[src/rtl/tristate_bus_arbiter_pkg.sv]
// Shared encodings and width helpers for the tri-state bus arbiter.
package tristate_bus_pkg;

  typedef logic [1:0] state_t;

  localparam state_t ST_IDLE  = 2'd0;
  localparam state_t ST_GRANT = 2'd1;
  localparam state_t ST_TURN  = 2'd2;

  // Index/counter width that never collapses to zero bits.
  function automatic int idx_width(input int n);
    if (n <= 2) begin
      return 1;
    end else begin
      return $clog2(n);
    end
  endfunction

endpackage

[src/rtl/tristate_bus_arbiter_rr_pick.sv]
// Combinational round-robin picker: first set request at or after ptr,
// wrapping from N-1 back to 0.
module rr_pick #(
  parameter int N = 4,
  parameter int W = 2
) (
  input  logic [N-1:0] req,
  input  logic [W-1:0] ptr,
  output logic         valid,
  output logic [W-1:0] index
);

  function automatic logic [W-1:0] wrap_idx(input logic [W-1:0] base, input int offs);
    int s;
    s = int'(base) + offs;
    if (s >= N) begin
      s = s - N;
    end else begin
      s = s + 0;
    end
    return W'(s);
  endfunction

  // Scan from the farthest offset down so the closest hit to ptr is written last.
  always_comb begin
    valid = 1'b0;
    index = {W{1'b0}};
    for (int i = N - 1; i >= 0; i--) begin
      index = req[wrap_idx(ptr, i)] ? wrap_idx(ptr, i) : index;
      valid = valid | req[wrap_idx(ptr, i)];
    end
  end

endmodule

[src/rtl/tristate_bus_arbiter.sv]
// Round-robin owner arbiter for a shared tri-state net with an all-off turnaround
// gap between owners. Define TRISTATE_BUS_TIMEOUT_EN to preempt long holders.
module tristate_bus_arbiter
  import tristate_bus_pkg::*;
#(
  parameter int N_REQ      = 4,
  parameter int TURNAROUND = 1,
  parameter int MAX_HOLD   = 8
) (
  input  logic                     clk,
  input  logic                     rst,
  input  logic [N_REQ-1:0]         req,
  output logic [N_REQ-1:0]         grant,
  output logic [N_REQ-1:0]         outEnable,
  output logic [$clog2(N_REQ)-1:0] owner,
  output logic                     busy
);

  localparam int OW = $clog2(N_REQ);
  localparam int TW = idx_width(TURNAROUND);
  localparam logic [TW-1:0] TURN_LAST = TW'(TURNAROUND - 1);

  if (N_REQ < 2 || N_REQ > 16 || TURNAROUND < 1 || MAX_HOLD < 1) begin : g_bad_params
    $error("tristate_bus_arbiter: parameter out of range");
  end

  state_t           state;
  state_t           state_next;
  logic [OW-1:0]    owner_next;
  logic [OW-1:0]    rr_ptr;
  logic [OW-1:0]    rr_ptr_next;
  logic [TW-1:0]    turn_cnt;
  logic [TW-1:0]    turn_cnt_next;
  logic             pick_valid;
  logic [OW-1:0]    pick_index;
  logic [N_REQ-1:0] owner_mask;
  logic             owner_release;
  logic             leave_grant;
  logic [N_REQ-1:0] grant_next;
  logic             busy_next;

  function automatic logic [N_REQ-1:0] onehot(input logic [OW-1:0] i);
    logic [N_REQ-1:0] one;
    one = {{(N_REQ-1){1'b0}}, 1'b1};
    return one << i;
  endfunction

  function automatic logic [OW-1:0] ptr_after(input logic [OW-1:0] i);
    if (i == OW'(N_REQ - 1)) begin
      return {OW{1'b0}};
    end else begin
      return i + OW'(1);
    end
  endfunction

  rr_pick #(
    .N (N_REQ),
    .W (OW)
  ) u_rr_pick (
    .req   (req),
    .ptr   (rr_ptr),
    .valid (pick_valid),
    .index (pick_index)
  );

  assign owner_mask    = onehot(owner);
  assign owner_release = ~|(req & owner_mask);

`ifdef TRISTATE_BUS_TIMEOUT_EN
  localparam int HW = idx_width(MAX_HOLD + 1);
  localparam logic [HW-1:0] HOLD_MAX = HW'(MAX_HOLD);

  logic [HW-1:0] hold_cnt;
  logic [HW-1:0] hold_cnt_next;
  logic [HW-1:0] hold_sat;
  logic          others_pending;

  // Hold count after this GRANT cycle; reaching MAX_HOLD ends the 8th cycle, not the 9th.
  assign hold_sat       = (hold_cnt == HOLD_MAX) ? hold_cnt : hold_cnt + HW'(1);
  assign others_pending = |(req & ~owner_mask);
  assign leave_grant    = owner_release | ((hold_sat == HOLD_MAX) & others_pending);
`else
  assign leave_grant    = owner_release;
`endif

  // State register: FSM state, owner, round-robin pointer and counters.
  always_ff @(posedge clk or posedge rst) begin
    if (rst) begin
      state    <= ST_IDLE;
      owner    <= {OW{1'b0}};
      rr_ptr   <= {OW{1'b0}};
      turn_cnt <= {TW{1'b0}};
`ifdef TRISTATE_BUS_TIMEOUT_EN
      hold_cnt <= {HW{1'b0}};
`endif
    end else begin
      state    <= state_next;
      owner    <= owner_next;
      rr_ptr   <= rr_ptr_next;
      turn_cnt <= turn_cnt_next;
`ifdef TRISTATE_BUS_TIMEOUT_EN
      hold_cnt <= hold_cnt_next;
`endif
    end
  end

  // Next-state logic: a new owner is only ever picked from IDLE or the last TURN cycle.
  always_comb begin
    state_next    = state;
    owner_next    = owner;
    rr_ptr_next   = rr_ptr;
    turn_cnt_next = turn_cnt;
`ifdef TRISTATE_BUS_TIMEOUT_EN
    hold_cnt_next = hold_cnt;
`endif
    case (state)
      ST_IDLE: begin
        if (pick_valid) begin
          state_next = ST_GRANT;
          owner_next = pick_index;
`ifdef TRISTATE_BUS_TIMEOUT_EN
          hold_cnt_next = {HW{1'b0}};
`endif
        end else begin
          state_next = ST_IDLE;
        end
      end
      ST_GRANT: begin
`ifdef TRISTATE_BUS_TIMEOUT_EN
        hold_cnt_next = hold_sat;
`endif
        if (leave_grant) begin
          state_next    = ST_TURN;
          rr_ptr_next   = ptr_after(owner);
          turn_cnt_next = {TW{1'b0}};
        end else begin
          state_next = ST_GRANT;
        end
      end
      ST_TURN: begin
        if (turn_cnt == TURN_LAST) begin
          if (pick_valid) begin
            state_next = ST_GRANT;
            owner_next = pick_index;
`ifdef TRISTATE_BUS_TIMEOUT_EN
            hold_cnt_next = {HW{1'b0}};
`endif
          end else begin
            state_next = ST_IDLE;
          end
        end else begin
          turn_cnt_next = turn_cnt + TW'(1);
        end
      end
      default: begin
        state_next = ST_IDLE;
      end
    endcase
  end

  // Output decode from the next state so the registered outputs track the state register.
  always_comb begin
    grant_next = {N_REQ{1'b0}};
    busy_next  = 1'b0;
    if (state_next == ST_GRANT) begin
      grant_next = onehot(owner_next);
      busy_next  = 1'b1;
    end else if (state_next == ST_TURN) begin
      busy_next = 1'b1;
    end else begin
      busy_next = 1'b0;
    end
  end

  // Output flops; reset turns every buffer off immediately so the net floats.
  always_ff @(posedge clk or posedge rst) begin
    if (rst) begin
      grant     <= {N_REQ{1'b0}};
      outEnable <= {N_REQ{1'b0}};
      busy      <= 1'b0;
    end else begin
      grant     <= grant_next;
      outEnable <= grant_next;
      busy      <= busy_next;
    end
  end

endmodule

[config.mk]
export PLATFORM = sky130hd
export DESIGN_NAME = tristate_bus_arbiter
export DESIGN_NICKNAME = d
export VERILOG_FILES = /design/src/rtl/tristate_bus_arbiter_pkg.sv /design/src/rtl/tristate_bus_arbiter_rr_pick.sv /design/src/rtl/tristate_bus_arbiter.sv
export SDC_FILE = /design/constraint.sdc
export NUM_CORES = 1
export LEC_CHECK = 0
export CAP_MARGIN = 20
export CORE_UTILIZATION = 44
export CTS_BUF_LIST = sky130_fd_sc_hd__clkbuf_4
export CTS_CLUSTER_SIZE = 24
export DETAILED_ROUTE_END_ITERATION = 8
export GPL_TIMING_DRIVEN = 0
export PLACE_DENSITY = 0.79
export REMOVE_ABC_BUFFERS = 1
export SLEW_MARGIN = 20
export SYNTH_ARGS = -nofsm -noshare
export SYNTH_HDL_FRONTEND = slang
export SYNTH_SLANG_ARGS = --single-unit
[constraint.sdc]
create_clock -name clk -period 1.87 [get_ports clk]
set_input_delay 0.374 -clock clk [delete_from_list [all_inputs] [get_ports clk]]
set_output_delay 0.374 -clock clk [all_outputs]
set_load 0.03 [all_outputs]
-- After elaboration in Yosys (flattened, before gate mapping)
Cells that the tools add are included.
- multiply operators: 0
- reduce and logical (&&, ||, !) cells: 5
- mux-type cells: 30
- $add $sub $neg: 9
- div/mod/pow operators: 0
- $lt $le $gt $ge: 8
- equality and inequality tests: 6
- shift-type cells: 2
- bitwise logic cells: 5
- operator list (operator ; number):
    $mux 2 ; 13
    $lt 2x3->1 const B ; 4
    $ge 3x3->1 const B ; 3
    $mux 1 ; 9
    $bmux 1 s2 ; 4
    $shl 1x2->4 const A ; 2
    $sub 2x1->2 const B ; 4
    $add 2x2->3 const B ; 2
    $eq 2x2->1 const B ; 3
    $pmux 2 s3 ; 1
    $and 4x4->4 ; 1
    $eq 2x1->1 const B ; 2
    $mux 4 ; 1
    $pmux 2 s2 ; 1
    $reduce_and 2->1 ; 2
    $reduce_or 4->1 ; 1
    $add 2x1->3 const B ; 1
    $ge 2x3->1 const B ; 1
    $or 1x1->1 ; 3
    $add 2x1->2 const B ; 1
    $logic_not 2->1 ; 1
    $ne 2x2->1 const B ; 1
    $pmux 1 s2 ; 1
    $reduce_bool 2->1 ; 1
    2 further kinds ; 2
- latch bits: 0
- output and inout bits: 11
- input bits: 6
- memories: 0
- flip-flop bits (word level): 12
- memory bits (read-only): 0
- bits in writable memories: 0
- word-level logic and storage cells: 71

-- Depth between registers and ports, before layout
Gate-level depths: netlist (run 1).
- word-level depth: 14
- gate-level depth with buffers: 8
- depth with buffers taken out: 8

-- Modules after synthesis
A second synthesis (run 1) with hierarchy kept.
- cells, all modules: 56
- area total of the unflattened synthesis: 629.4 um2
- by module, submodules not included (module ; instances ; cells an instance ; area an instance (um2) ; seq. area each (um2)):
    tristate_bus_arbiter ; 1 ; 43 ; 551.8 ; 275.3
    rr_pick ; 1 ; 13 ; 77.6 ; 0.0

-- Worst setup path after synthesis (run 1)
OpenSTA, ideal clock, no wires.
- kind: reg2reg
- start point: register owner[0]
- end point: register outEnable[2]
- buffers on the path: 0
- clock period less this slack: 2061 ps
- setup time: 138 ps
- slack: -191 ps
- arrival time: 1923 ps
- stages on the path, launching flop included: 9
- data required time: 1732 ps
- cell sequence: dfrtp_1 -> inv_1 -> ha_1 -> a22o_1 -> a221oi_2 -> nand2b_1 -> ha_1 -> nand2_1 -> o32ai_1
- word-level cells in the longest chain between the ends: 7
- elaborated cells on any way between the ends: 11
- those cells by class: eq/ne (1); shift (2); mux (6); bitwise (1); reduce/logical (1)
- RTL lines (element ; RTL line ; RTL):
    start, declared ; tristate_bus_arbiter.sv:15 ; output logic [$clog2(N_REQ)-1:0] owner,
    start signal, assigned ; tristate_bus_arbiter.sv:90 ; owner <= {OW{1'b0}};
    start signal, assigned ; tristate_bus_arbiter.sv:98 ; owner <= owner_next;
    $shl 1x2->4 ; tristate_bus_arbiter.sv:45 ; return one << i;
    $and 4x4->4 ; tristate_bus_arbiter.sv:67 ; assign owner_release = ~|(req & owner_mask);
    $reduce_or 4->1 ; tristate_bus_arbiter.sv:67 ;
    $mux 2 ; tristate_bus_arbiter.sv:132 ; if (leave_grant) begin
    $pmux 2 s3 ; tristate_bus_arbiter.sv:116 ; case (state)
    $eq 2x1->1 ; tristate_bus_arbiter.sv:165 ; if (state_next == ST_GRANT) begin
    $mux 4 * ; tristate_bus_arbiter.sv:165 ;
    via grant_next[2] ; tristate_bus_arbiter.sv:39 ; logic [N_REQ-1:0] grant_next;
    end signal, assigned ; tristate_bus_arbiter.sv:179 ; outEnable <= {N_REQ{1'b0}};
    end signal, assigned ; tristate_bus_arbiter.sv:183 ; outEnable <= grant_next;
    end, declared ; tristate_bus_arbiter.sv:14 ; output logic [N_REQ-1:0] outEnable,
Mark *: on every way through the listed nets, which the timed path passes. The rest lies on a longest branch.
A chain may end at the register's enable or synchronous reset.

-- Worst setup path after layout (run 1)
- start point: register owner[1]
- end point: output port owner[1]
No word-level cell between the ends.

==> qor.yml, run 1 <==
status: "finished, final reports clean"
dp_hpwl_um: 908
clock_skew_ns: 0.00128
hold_path_class: "in2async"
drt_iter0_drc: 10
maxCapViolations: 0
synthesis.area_um2: 632
placed_cell_area_um2: 781
synth_seq_area_share_pct: 43.6
layout_common_cells: "clkdlybuf4s50_1 (14), dfrtp_1 (9), buf_4 (5)"
tightest_slew_ns: 0.539
holdBufCountCts: 0
core_um2: 1320
yosysWarnings: 0
synth_top_cell_area_share_pct: 43.6
reg2reg_to: "outEnable[0]$_DFF_PP0_"
finish.instance_area_um2: 911
synth_cells: 62
slew_headroom_pct: 64.0
synth.distinct_cells: 21
place_congestion: 0.873
nets: 97
leakagePower_uw: 0.000432
numCtsBuffers: 3
synth-seq-cells: 11
post_drt_wl_per_cell_um: 13.1
grt-ovfl-total: 0
final_hold_viol_count: 0
final_layout_size_suffix_gt1_share_pct: 25.9
htree_levels: 1
diodes: 0
max_clock_freq_mhz: 544
fin_ws_ns: 0.0316
p_per_area_nw_per_um2: 1900
grt_pass1_vias: 455
antenna_found_initial: 0
rsz0062_at_grt: "true"
path_class: "reg2out"
period_needed_ns: 1.84
final_common_cell: "clkdlybuf4s50_1"
grt_max_degree: 12
area_growth_pct: 44.2
num_rows: 13
dp_slack_ns: -0.271
cts.sinks: 11
peakVddDrop_mv: 1.01
grt_usage_pct: 18.3
synth_top_area_cell: "dfrtp_1"
drcViolationCount: 0
startpoint: "owner[1]$_DFF_PP0_"
root_buffer: "clkbuf_4"
num_io_pins: 17
vias_per_cell: 5.63
synth_area_per_cell_um2: 10.2
synthTopCellsByArea: "dfrtp_1 (44%), ha_1 (9.9%), o32ai_1 (5.5%), buf_4 (4.8%), nand2b_1 (4.0%)"
cts_tree: "done"
portBuffers: 16
cp_data_required_time_ns: 1.50
cp.arrival_ns: 1.46
dr.pass1.iters: 4
die_area_um2: 1590
drv_slew: 0
clock_latency_ns: 0.27
initial_core_util_pct: 48.0
worstPathMaxFanout: 4
fin_util_pct: 69.1
fp.dieW_um: 39.9
die_h_um: 39.9
reg2reg_depth: 8
setup_viol_count_final: 0
fin_crit_sh_pct: 98.3
tns_ns: 0
path_clk_slew_ns: 0.07
grt_first_pass_wirelength_um: 1820
ant_nets: 0
cp-end-kind: "output pin"
r2r_setup_slack_ns: 0.06
start_kind: "flop"
clock_path_buffers: 2
vias: 563
reg2reg_from: "owner[0]$_DFF_PP0_"
drt_wl_total_um: 1310
==> what timing repair did <==
action                                 CTS  global route
gates resized for setup                  3            12
setup endpoints to repair                5             5
pin swaps                                0             5
buffers inserted                         3             4
endpoints found under the hold margin    0             0
==> power breakdown <==
group / total (uW) / internal [uW] / switching [uW] / leakage [uW]
Sequential: 436 / 353 / 83.2 / 0.000136
Clock: 180 / 97.2 / 82.7 / 0.0000184
Combinational: 1120 / 525 / 592 / 0.000277
==> state kept, by name, indices dropped and copies added, names as in the netlist <==
name,cells
rr_ptr,2
outEnable,4
owner,2
state,2
busy,1
==> area by class of cell <==
class                      instances  area [um^2]
fill                              89          407
multi-input combinational         41          337
timing repair buffer              23          225
sequential                        11          278
tap                               15         18.8
clock buffer                       4         30.0
inverter                           6         22.5
==> metal layers <==
| metal | wire length [um] | global-route usage, % |
|---|---|---|
| met1 | 539 | 19.3 |
| met2 | 632 | 29.4 |
| met3 | 76 | 6.25 |
| met4 | 62 | 13.8 |
| met5 | 0 | 0 |
==> worst max-delay path, stage by stage (launching register included) <==
cell and delay (ns):
dfrtp_2 0.41, buf_4 0.12, clkdlybuf4s50_1 0.65
==> metrics by stage <==
| step | std cells | total power (uW) | hold slack, ns |
|---|---|---|---|
| 6_report | 100 | 1730 | 0.386 |
| 5_1_grt | 100 | 1850 | 0.427 |
| 4_1_cts | 96 | 1550 | 0.396 |
| 3_5_place_dp | 89 | 1310 | 0.530 |
| 3_3_place_gp | 89 | 1290 | 0.530 |
| 2_1_floorplan | 58 | 1010 | 0.226 |
==> cells by family (layout without fill, tap and decap cells) <==
kind of cell,Yosys count,after routing,share of synthesized area (%)
muxes,2,2,3.56
adders and majority gates,5,5,9.90
and+or+nand+nor,16,16,12.9
DFF,11,11,43.6
buffers and inverters,10,33,8.32
AOI/OAI and AO/OA,18,18,21.8
==> synthesized netlist by cell type <==
| library cell | n |
|---|---|
| nand3_1 | 3 |
| a21o_1 | 2 |
| a211o_1 | 1 |
| a211oi_1 | 1 |
| o21ai_0 | 3 |
| nor2_1 | 3 |
| nand4_1 | 1 |
| nand2_1 | 3 |
| a21oi_1 | 3 |
| inv_1 | 6 |
| mux2_2 | 2 |
| nor2b_1 | 2 |
| o31ai_1 | 1 |
| dfrtp_1 | 11 |
| ha_1 | 5 |
| o32a_1 | 1 |
| a22o_1 | 1 |
| nand2b_1 | 4 |
| buf_4 | 4 |
| a221oi_2 | 1 |
| o32ai_1 | 4 |
==> how the worst max path moves through the flow <==
| stage | to | slack [ns] | cells after the start |
|---|---|---|---|
| 2_1_floorplan | outEnable[2]$_DFF_PP0_ | -0.19 | 8 |
| 3_3_place_gp | outEnable[3]$_DFF_PP0_ | -0.25 | 7 |
| 3_5_place_dp | outEnable[2]$_DFF_PP0_ | -0.27 | 7 |
| 4_1_cts | outEnable[0]$_DFF_PP0_ | 0.03 | 8 |
| 5_1_grt | outEnable[0]$_DFF_PP0_ | -0.03 | 8 |
| 6_report | owner[1] | 0.03 | 2 |
Power figures use the tool's default switching activity.
==> inputs of run 2 (changes only) <==
--- a/config.mk
+++ b/config.mk
@@ -8,11 +8,9 @@
 export CAP_MARGIN = 20
 export CORE_UTILIZATION = 44
 export CTS_BUF_LIST = sky130_fd_sc_hd__clkbuf_4
-export CTS_CLUSTER_SIZE = 24
 export DETAILED_ROUTE_END_ITERATION = 8
 export GPL_TIMING_DRIVEN = 0
 export PLACE_DENSITY = 0.79
-export REMOVE_ABC_BUFFERS = 1
 export SLEW_MARGIN = 20
 export SYNTH_ARGS = -nofsm -noshare
 export SYNTH_HDL_FRONTEND = slang
==> run 2 against run 1 <==
Clock power is 4% lower. Hold slack about the same. Clock skew increased by 0.0083 ns. Final cell count grew 2.0%. Routed wire length increased by 0.15%. Non-clock buffer count grew 2. Die area unchanged. Worst setup slack better by 0.019 ns. Critical path type is now in2reg. Largest cell class unchanged. Highest routed layer is now met3.
==> qor.yml, run 2 (synthesis gave the netlist of run 1 again) <==
status: "finished, final reports clean"  # unchanged
post_drt_wl_per_cell_um: 12.9  # was 13.1 um
nets: 99  # was 97
final_common_cell: "clkdlybuf4s50_1"  # unchanged
ant_nets: 0  # unchanged
setup_viol_count_final: 0  # unchanged
fin_ws_ns: 0.0505  # was 0.0316 ns
hold_path_class: "in2async"  # unchanged
final_layout_size_suffix_gt1_share_pct: 33.3  # was 25.9%
worstPathMaxFanout: 6  # was 4
portBuffers: 16  # unchanged
p_sw_share_pct: 44.0  # was 43.8%
num_rows: 13  # unchanged
seq_power_share_pct: 24.9  # was 25.2%
holdBufCountCts: 0  # unchanged
cp_data_required_time_ns: 2.05  # was 1.50 ns
slowest_delay_ns: 0.56  # was 0.65 ns
reg2reg_depth: 7  # was 8
leakagePower_uw: 0.000426  # was 0.000432 uW
max_clock_freq_mhz: 550  # was 544 MHz
cts.sinks: 11  # unchanged
slew_headroom_pct: 58.9  # was 64.0%
period_needed_ns: 1.82  # was 1.84 ns
num_io_pins: 17  # unchanged
p_switching_uw: 789  # was 758 uW
area_growth_pct: 52.3  # was 44.2%
rsz0062_at_grt: "true"  # unchanged
multi_input_area_um2: 382  # was 337 um^2
fin_util_pct: 73.0  # was 69.1%
cp_cell_sequence: "clkdlybuf4s50_1 > nor2_1 > a21o_1 > o21ai_1 > ha_4 > nand2_4 > o32ai_2"  # was buf_4 > clkdlybuf4s50_1
final_hold_viol_count: 0  # unchanged
layout_common_cells: "clkdlybuf4s50_1 (16), dfrtp_1 (9), buf_4 (8)"  # was clkdlybuf4s50_1 (14), dfrtp_1 (9), buf_4 (5)
cp.arrival_ns: 2.00  # was 1.46 ns
antenna_found_initial: 0  # unchanged
grt_first_pass_wirelength_um: 1820  # unchanged
critPathBufInv: 1  # was 2
maxCapViolations: 0  # unchanged
cp_slowest_cell: "clkdlybuf4s50_1"  # unchanged
initial_core_util_pct: 48.0  # unchanged
die_area_um2: 1590  # unchanged
drt_iter0_drc: 19  # was 10
clock_skew_ns: 0.00962  # was 0.00128 ns
dr.pass1.iters: 4  # unchanged
core_um2: 1320  # unchanged
p_per_area_nw_per_um2: 1860  # was 1900 nW/um^2
start_kind: "input pin"  # was flop
pwr-share-comb_pct: 65.5  # was 64.5%
reg2reg_from: "owner[1]$_DFF_PP0_"  # was owner[0]$_DFF_PP0_
r2r_setup_slack_ns: 0.07  # was 0.06 ns
largest_reg_flops: 4  # unchanged
place_congestion: 0.886  # was 0.873
hold_ws_ns: 0.386  # about the same
drcViolationCount: 0  # unchanged
root_buffer: "clkbuf_4"  # unchanged
vias_per_cell: 5.28  # was 5.63
p_clk_share_pct: 9.6  # was 10.4%
path_delay_family: "compound AO/OA/AOI/OAI gates"  # was buffers and inverters
diodes: 0  # unchanged
intPower_uw: 1000  # was 975 uW
path_clk_slew_ns: 0.07  # about the same
grt_max_degree: 12  # unchanged
dp_slack_ns: -0.343  # was -0.271 ns
cp-end-kind: "flop"  # was output pin
drv_slew: 0  # unchanged
numCtsBuffers: 3  # unchanged
dp_hpwl_um: 956  # was 908 um
synth_nets: 73
reg2reg_to: "rr_ptr[1]$_DFFE_PP0P_"  # was outEnable[0]$_DFF_PP0_
drt_wl_total_um: 1310  # about the same
largest-register: "outEnable"  # unchanged
clock_path_buffers: 2  # unchanged
peakVddDrop_mv: 1.14  # was 1.01 mV
fin_crit_sh_pct: 97.3  # was 98.3%
cts_tree: "done"  # unchanged
fp.dieW_um: 39.9  # unchanged
seq_area_um2: 278  # unchanged
clock_latency_ns: 0.27  # about the same
grt_pass1_vias: 442  # was 455
grt_usage_pct: 17.9  # was 18.3%
die_h_um: 39.9  # unchanged
htree_levels: 1  # unchanged
tightest_slew_ns: 0.615  # was 0.539 ns
path_class: "in2reg"  # was reg2out
vias: 539  # was 563
grt-ovfl-total: 0  # unchanged
n_fill_cell: 97  # was 89
## run 2: cell count changes in the layout (fill, tap and decap cells not counted), moves of 2 or more
cell             previous run  this run
o32ai_2                     1         3
ha_1                        4         2
ha_4                        1         3
dlymetal6s2s_1              2         0
buf_4                       5         8
o32ai_1                     3         1
clkdlybuf4s50_1            14        16
## run 2: worst reg2reg max path, stage by stage, from the launching register on
cell and delay (ns):
dfrtp_2 0.45, inv_2 0.09, ha_4 0.16, a22o_1 0.18
a221oi_2 0.21, nand2b_1 0.17, buf_6 0.16, mux2_2 0.26
## run 2: power groups by stage
| stage | Combinational, uW | Sequential [uW] | Clock, uW |
|---|---|---|---|
| 2_1_floorplan | 503 | 567 | 0 |
| 3_3_place_gp | 896 | 451 | 0 |
| 3_5_place_dp | 914 | 458 | 0 |
| 4_1_cts | 981 | 441 | 176 |
| 5_1_grt | 1290 | 462 | 186 |
| 6_report | 1170 | 447 | 172 |
## run 2: layout make-up
class,instances,area share [%]
Tap cell,15,1.95
Buffer,4,3.12
Timing Repair Buffer,21,20.9
Sequential cell,11,28.9
Clock buffer,4,3.12
Multi-Input combinational cell,41,39.7
Inverter,6,2.34
## run 2: stage by stage
stage	total power, uW	cells	setup TNS [ns]	cell area [um^2]
6_report	1790	102	0	962
5_1_grt	1940	102	-0.327	962
4_1_cts	1600	99	0	868
3_5_place_dp	1370	93	-1.30	816
3_3_place_gp	1350	93	-1.01	816
2_1_floorplan	1070	62	0	637
## run 2: worst max path at each step
stage               slack [ns]               start                      to  cells past startpoint
CTS                       0.02  owner[1]$_DFF_PP0_  outEnable[2]$_DFF_PP0_                      8
finish                    0.05              req[3]  outEnable[3]$_DFF_PP0_                      7
global route             -0.07  owner[1]$_DFF_PP0_  outEnable[1]$_DFF_PP0_                      8
floorplan                 0.03  owner[0]$_DFF_PP0_  outEnable[2]$_DFF_PP0_                      8
global placement         -0.24              req[3]  outEnable[3]$_DFF_PP0_                      7
detailed placement       -0.34              req[3]  outEnable[2]$_DFF_PP0_                      7
## run 2: per-layer routing
layer	routed length, um	part of all wire, %	GRT usage (%)	up-vias
met2	686	52	30.6	14
met5	0	0	0	-
met4	0	0	2.59	0
met3	57	4.3	8.52	0
met1	568	43	20.0	250
li1	-	-	-	275
## run 2: what timing repair did
| item | in CTS | in global routing |
|---|---|---|
| buffers inserted | 2 | 3 |
| endpoints found under the setup margin | 4 | 6 |
| resized for setup | 2 | 13 |
| pin swaps | 0 | 3 |
